### src/rtl/math_divider_seq.sv
// Sequential restoring divider: one row of N+1 controlled-subtract cells is reused
// for N iterations, yielding one quotient bit per clock behind a start/ready/done handshake.

module math_divider_seq_cell (
    input  logic a_i,
    input  logic b_i,
    input  logic bi_i,
    input  logic os_i,
    output logic bo_o,
    output logic r_o
);
    logic d;

    assign d    = a_i ^ b_i ^ bi_i;
    assign bo_o = (~a_i & b_i) | (~(a_i ^ b_i) & bi_i);
    assign r_o  = os_i ? a_i : d;
endmodule

module math_divider_seq #(
    parameter int N = 8
) (
    input  logic         clk,
    input  logic         rst_n,
    input  logic         start,
    input  logic [N-1:0] dividend,
    input  logic [N-1:0] divisor,
    output logic         ready,
    output logic         done,
    output logic [N-1:0] quotient,
    output logic [N-1:0] remainder,
    output logic         div_by_zero
);
    localparam int CW = (N > 2) ? $clog2(N) : 1;

    typedef enum logic [1:0] {S_IDLE, S_RUN, S_DONE} state_t;

    state_t        state_q;
    logic [N:0]    p_q;
    logic [N-1:0]  q_q, d_q;
    logic [CW-1:0] cnt_q;
    logic          done_q, dbz_q;
    logic [N-1:0]  quot_q, rem_q;

    logic [N:0]    t, dx, p_d;
    logic [N-1:0]  q_d;
    logic          bo_msb;

    assign t  = {p_q[N-1:0], q_q[N-1]};
    assign dx = {1'b0, d_q};

    // Borrow chain runs through per-cell nets; the row-wide restore select is
    // the borrow out of the top cell.
    for (genvar i = 0; i <= N; i++) begin : g_row
        logic bi, bo;
        if (i == 0) begin : g_lsb
            assign bi = 1'b0;
        end else begin : g_chain
            assign bi = g_row[i-1].bo;
        end
        math_divider_seq_cell u_cell (
            .a_i  (t[i]),
            .b_i  (dx[i]),
            .bi_i (bi),
            .os_i (bo_msb),
            .bo_o (bo),
            .r_o  (p_d[i])
        );
    end

    assign bo_msb = g_row[N].bo;
    assign q_d    = {q_q[N-2:0], ~bo_msb};

    // P[N] is zero at completion by construction; it stays in the register so
    // the partial remainder is visible at full row width.
    logic unused_p_msb;
    assign unused_p_msb = p_q[N];

    always_ff @(posedge clk) begin
        if (!rst_n) begin
            state_q <= S_IDLE;
            p_q     <= '0;
            q_q     <= '0;
            d_q     <= '0;
            cnt_q   <= '0;
            done_q  <= 1'b0;
            dbz_q   <= 1'b0;
            quot_q  <= '0;
            rem_q   <= '0;
        end else begin
            done_q <= 1'b0;
            case (state_q)
                S_RUN: begin
                    p_q   <= p_d;
                    q_q   <= q_d;
                    cnt_q <= cnt_q + 1'b1;
                    if (cnt_q == CW'(N - 1)) begin
                        state_q <= S_DONE;
                        done_q  <= 1'b1;
                        quot_q  <= q_d;
                        rem_q   <= p_d[N-1:0];
                        dbz_q   <= 1'b0;
                    end
                end
                default: begin
                    if (start) begin
                        q_q   <= dividend;
                        d_q   <= divisor;
                        p_q   <= '0;
                        cnt_q <= '0;
                        if (divisor == '0) begin
                            state_q <= S_DONE;
                            done_q  <= 1'b1;
                            quot_q  <= '1;
                            rem_q   <= dividend;
                            dbz_q   <= 1'b1;
                        end else begin
                            state_q <= S_RUN;
                        end
                    end else begin
                        state_q <= S_IDLE;
                    end
                end
            endcase
        end
    end

    assign ready       = (state_q != S_RUN);
    assign done        = done_q;
    assign quotient    = quot_q;
    assign remainder   = rem_q;
    assign div_by_zero = dbz_q;
endmodule

### config.mk
export PLATFORM = sky130hd
export DESIGN_NAME = math_divider_seq
export DESIGN_NICKNAME = d
export VERILOG_FILES = /design/src/rtl/math_divider_seq.sv
export SDC_FILE = /design/constraint.sdc
export NUM_CORES = 1
export LEC_CHECK = 0
export ABC_CLOCK_PERIOD_IN_PS = 6700
export CAP_MARGIN = 10
export CORE_MARGIN = 5
export CORE_UTILIZATION = 49
export DETAILED_ROUTE_END_ITERATION = 7
export GPL_TIMING_DRIVEN = 0
export PLACE_DENSITY_LB_ADDON = 0.25
export SLEW_MARGIN = 20
export SYNTH_ARGS = -nofsm -noshare
export SYNTH_HDL_FRONTEND = slang
export SYNTH_HIERARCHICAL = 1
export SYNTH_SLANG_ARGS = --single-unit
export TNS_END_PERCENT = 5
### constraint.sdc
create_clock -name clk -period 6.7 [get_ports clk]
set_clock_uncertainty 0.2 [all_clocks]
set_input_delay 1.005 -clock clk [delete_from_list [all_inputs] [get_ports clk]]
set_output_delay 1.005 -clock clk [all_outputs]
set_load 0.05 [all_outputs]
# ---- Word level (Yosys, flattened, before mapping)
# Index checks and enable logic that the tools add are counted.
dict set report word_totals {
  inputBits 19
  elab_cells 109
  ff_bits 47
  output_inout_bits 19
}
dict set report classes {
  muxes 34
  add_sub_neg 1
  bitwise_logic 56
  eq_ne 4
  reduce_logical 5
}
# cell n
set ops {}
lappend ops {{two-way mux 8 bit} 12}
lappend ops {{inverter 1 bit} 18}
lappend ops {{AND 1 bit} 16}
lappend ops {{two-way mux 1 bit} 16}
lappend ops {{XOR 1 bit} 15}
lappend ops {{logical NOT 8 bit} 1}
lappend ops {{two-way mux 2 bit} 4}
lappend ops {{OR 1 bit} 7}
lappend ops {{two-way mux 3 bit} 2}
lappend ops {{nonzero test 2 bit} 2}
lappend ops {{adder 3 x 1 -> 3 bit (second input constant)} 1}
lappend ops {{equality test 3 bit (second input constant)} 1}
lappend ops {{AND reduction 3 bit} 1}
lappend ops {{equality test 2 x 1 -> 1 bit (second input constant)} 1}
lappend ops {{!= test 2 x 1 -> 1 bit (second input constant)} 1}
lappend ops {{!= test 2 bit (second input constant)} 1}
lappend ops {{AND reduction 2 bit} 1}

# ---- Depth between registers and ports, before layout
dict set report logic_depth {
  ltp_word 20
  mapped_depth 28
  mapped_depth_nobuf 28
}

# ---- Modules after synthesis
# The synthesis kept the hierarchy.
# mod cells_per_inst area_per_inst_um2 n_inst seq_area_each_um2
set modules_own_cells {}
lappend modules_own_cells {math_divider_seq 198 2038.2 1 940.9}
lappend modules_own_cells {{math_divider_seq_cell at g_row[0].u_cell ...} 5 46.3 7 0.0}
lappend modules_own_cells {{math_divider_seq_cell at g_row[7].u_cell ...} 4 32.5 2 0.0}

# ---- Worst setup path after synthesis
# No wires, ideal clock.
dict set report synth_path {
  path_type {register to register}
  start {reg d_q[0]}
  end {reg rem_q[4] (netlist: remainder[4])}
  arrival_ns 4.762
  required_ns 6.384
  path_slack_ns 1.622
  setup_time_ns 0.116
  path_buffers 0
  stages_incl_launch_ff 28
  period_less_slack_ns 5.078
  path_cell_list {dfxtp_1 inv_1 fa_1 inv_1 inv_1 fa_1 inv_1 inv_1 fa_1 inv_1 inv_1 fa_1 inv_1 inv_1 fa_1 inv_1 inv_1 fa_1 inv_1 inv_1 fa_1 inv_1 fa_1 fa_1 mux2_4 mux2_2 nand2_1 o21ai_2}
}
dict set report synth_via {
  elab_chain_cells 19
  elab_cells_between_ends 20
  classes_between {mux (3); bitwise (17)}
}
# element line_no
set synth_rtl {}
lappend synth_rtl {{start: declaration} 39} ;# logic [N-1:0] q_q, d_q;
lappend synth_rtl {{start signal: assignment} 107} ;# d_q <= divisor;
lappend synth_rtl {{AND 1 bit} 15} ;# assign bo_o = (~a_i & b_i) | (~(a_i ^ b_i) & bi_i);
lappend synth_rtl {{via g_row[0].bo} 54} ;# logic bi, bo;
lappend synth_rtl {{AND 1 bit} 15}
lappend synth_rtl {{OR 1 bit} 15}
lappend synth_rtl {{via g_row[1].bo} 54}
lappend synth_rtl {{AND 1 bit} 15}
lappend synth_rtl {{OR 1 bit} 15}
lappend synth_rtl {{via g_row[2].bo} 54}
lappend synth_rtl {{[... 2 more ...]} -}
lappend synth_rtl {{via g_row[3].bo} 54}
lappend synth_rtl {{[... 2 more ...]} -}
lappend synth_rtl {{via g_row[4].bo} 54}
lappend synth_rtl {{[... 2 more ...]} -}
lappend synth_rtl {{via g_row[5].bo} 54}
lappend synth_rtl {{[... 2 more ...]} -}
lappend synth_rtl {{via g_row[6].bo} 54}
lappend synth_rtl {{[... 1 more ...]} -}
lappend synth_rtl {{OR 1 bit} 15}
lappend synth_rtl {{via g_row[7].bo} 54}
lappend synth_rtl {{AND 1 bit} 15}
lappend synth_rtl {{via bo_msb} 46} ;# logic bo_msb;
lappend synth_rtl {{two-way mux 1 bit} 16} ;# assign r_o = os_i ? a_i : d;
lappend synth_rtl {{via p_d[4]} 44} ;# logic [N:0] t, dx, p_d;
lappend synth_rtl {{two-way mux 8 bit} 96} ;# if (cnt_q == CW'(N - 1)) begin
lappend synth_rtl {{two-way mux 8 bit} 91} ;# case (state_q)
lappend synth_rtl {{end signal: assignment} 100} ;# rem_q <= p_d[N-1:0];
lappend synth_rtl {{end signal: assignment} 114} ;# rem_q <= dividend;
lappend synth_rtl {{end: declaration} 42} ;# logic [N-1:0] quot_q, rem_q;
# The timed path passes the listed nets, and every way through them passes these cells. The select of a mux whose other input is x is not followed.
# A chain may end at the register's enable or synchronous reset.

# ---- Worst setup path after layout
dict set report layout_path {
  start {reg d_q[0]}
  end {reg rem_q[0] (netlist: remainder[0])}
}
# The elaborated chain is that of the path after synthesis.

==> metrics.md <==
| Metric | Value |
|---|---|
| Outcome | `finished clean` |
| Post-CTS resize count | `0` |
| Root Driver | `clkbuf_8` |
| Via count | `1806` |
| CP max stage cell | `fa_1` |
| Routed wire length | `5248 um` |
| Mapped Cells | `239` |
| # DRC | `0` |
| PortBufs | `35` |
| Fmax | `182.2 MHz` |
| Hold_buf cts | `0` |
| Slew Limit Fails | `0` |
| Crit path DAT | `5.49 ns` |
| Total core area | `4755 um^2` |
| Setup_tns | `0 ns` |
| Antenna violations before repair | `0` |
| Sw Share | `0.2842` |
| Fin. Hold Viols | `0` |
| First-pass GRT wire length | `8838 um` |
| Tcrit/Tclk final | `0.8193` |
| Max-cap violation count | `0` |
| CP required | `6.70 ns` |
| Post-DR wirelength/cell | `14.99 um` |
| Ratio of cells with drive above 1 in the final layout | `0.1873` |
| Ports | `38` |
| Finished Core Util | `0.6187` |
| Via-to-Cell Ratio | `5.160` |
| Htree depth | `2` |
| First DRT Iteration DRCs | `87` |
| Net Switching | `0.1669 mW` |
| Pwr Density | `199.7 nW/um^2` |
| Hpwl dp | `4105 um` |
| Worst Hold Class | `reg -> reg` |
| Slew HR | `0.5891` |
| Final setup vio count | `0` |
| Placed cell area | `2856 um^2` |
| Post-CTS Setup Bufs | `0` |
| Placer Congestion | `0.7631` |
| Detailed Routing Iterations Pass 1 | `5` |
| Grt ovf | `0` |
| Die Area | `6441 um^2` |
| Final min period | `5.490 ns` |
| Clock slew at reported path FFs | `0.09 ns` |
| Multi-input logic area | `1303 um^2` |
| Starting Density | `0.5087` |
| Number of global-route vias before repair | `1874` |
| Post-Layout Inst Area | `2942 um^2` |
| Clk network pwr share | `0.288` |
| Syn Area/Cell | `10.12 um^2` |
| Die height | `80.26 um` |
| Critical path class | `reg -> reg` |
| Post-Synthesis Cell Area | `2419 um^2` |
| Antenna viol nets, final | `0` |
| Sequential power share | `0.507` |
| Inserted Diodes | `0` |
| Area growth, synth to finish | `21.62%` |
| Fillers | `415` |
| Clock sink count | `47` |
| P_int | `0.4204 mW` |
| Register area | `940.9 um^2` |
| TritonCTS clock tree | `done` |
| Crit end category | `flop` |
| Leak Pwr | `1.225 nW` |
| # rows | `25` |
| YS warnings | `6` |
| Gate power share | `0.204` |
| Die W | `80.26 um` |
| CP Max Fanout | `11` |
| Overall routing resource usage | `0.1768` |
| CP Launch Type | `flop` |
| Nets@finish | `312` |
| CTS buffer count | `5` |
| Worst-Margin Slew | `0.6145 ns` |
| CTS Buffer Depth | `2` |
| Critical Path Max Stage Delay | `0.58 ns` |
| RSZ-0062 raised after global routing | `no` |
| VDD IR max | `117.4 uV` |
| Skew-Pair Late Insertion Delay | `0.30 ns` |
| Top cell by count, worst path | `inv_1` |
| Pin count of the biggest net entering global routing | `15` |
==> sequential cells by signal, summed over array words and instances (netlist names) <==
| register | flops |
|---|---|
| cnt_q | 3 |
| d_q | 8 |
| div_by_zero | 1 |
| done | 1 |
| p_q | 8 |
| q_q | 8 |
| quotient | 8 |
| remainder | 8 |
| state_q | 2 |
==> final cells by class <==
| cell class | count | area share |
|---|---|---|
| Buffer | 15 | 0.03020 |
| Clock buffer | 6 | 0.02467 |
| Inverter | 24 | 0.03063 |
| Timing Repair Buffer | 35 | 0.1191 |
| Clock inverter | 2 | 0.004254 |
| Multi-Input combinational cell | 154 | 0.4428 |
| Tap cell | 67 | 0.02850 |
| Sequential cell | 47 | 0.3199 |
==> metal layers <==
layer | GRT usage | wire length, um | vias to the layer above
met1 | 0.2154 | 2360 | 860
met2 | 0.3013 | 2577 | 38
li1 | - | - | 899
met3 | 0.03139 | 199 | 9
met4 | 0.08108 | 111 | 0
met5 | 0 | 0 | -
==> placed cells by master, fill, tap and decap left out, drive strengths merged, types with 2 or more instances in the layout <==
cell	n
buf	10
nor2b	13
clkdlybuf4s50	35
inv	24
conb	2
mux2	15
nand3	16
mux2i	8
a22oi	8
a21boi	10
o211a	8
nand2	32
clkbuf	10
ha	2
o221a	7
dfxtp	47
nor2	3
nor4	2
fa	9
nand3b	2
o21ai	10
==> worst max-delay path: cells and delay by family (launching register included) <==
family | cells | cell delay [ns]
and+or+nand+nor | 1 | 0.09
muxes | 2 | 0.64
AOI/OAI and AO/OA | 1 | 0.05
buffers and inverters | 14 | 0.77
DFF | 1 | 0.33
adders and majority gates | 9 | 3.29
==> final timing paths <==
path / startpoint / end / slack (ns) / cells after the start
worst min-delay path: remainder[5] / remainder[5] / 0.26 / 2
worst max register to register: d_q[0] / remainder[0] / 1.21 / 27
worst min register to register: remainder[5] / remainder[5] / 0.26 / 2
worst max-delay path: d_q[0] / remainder[0] / 1.21 / 27
==> stage by stage <==
stage	setup slack, ns	hold slack [ns]	power (mW)	cells
global placement	1.370	0.2462	0.4182	342
floorplan	1.658	0.2435	0.3867	240
CTS	1.192	0.2659	0.5939	350
global route	0.9365	0.2950	0.6180	350
detailed placement	1.215	0.2531	0.4242	342
finish	1.210	0.2603	0.5874	350
==> power by group through the flow <==
stage	clock, mW	sequential [mW]	combinational [mW]
3_3_place_gp	0	0.304	0.114
5_1_grt	0.185	0.300	0.133
6_report	0.169	0.298	0.120
4_1_cts	0.176	0.298	0.120
3_5_place_dp	0	0.305	0.120
2_1_floorplan	0	0.303	0.0841
Power figures use the tool's default switching activity.
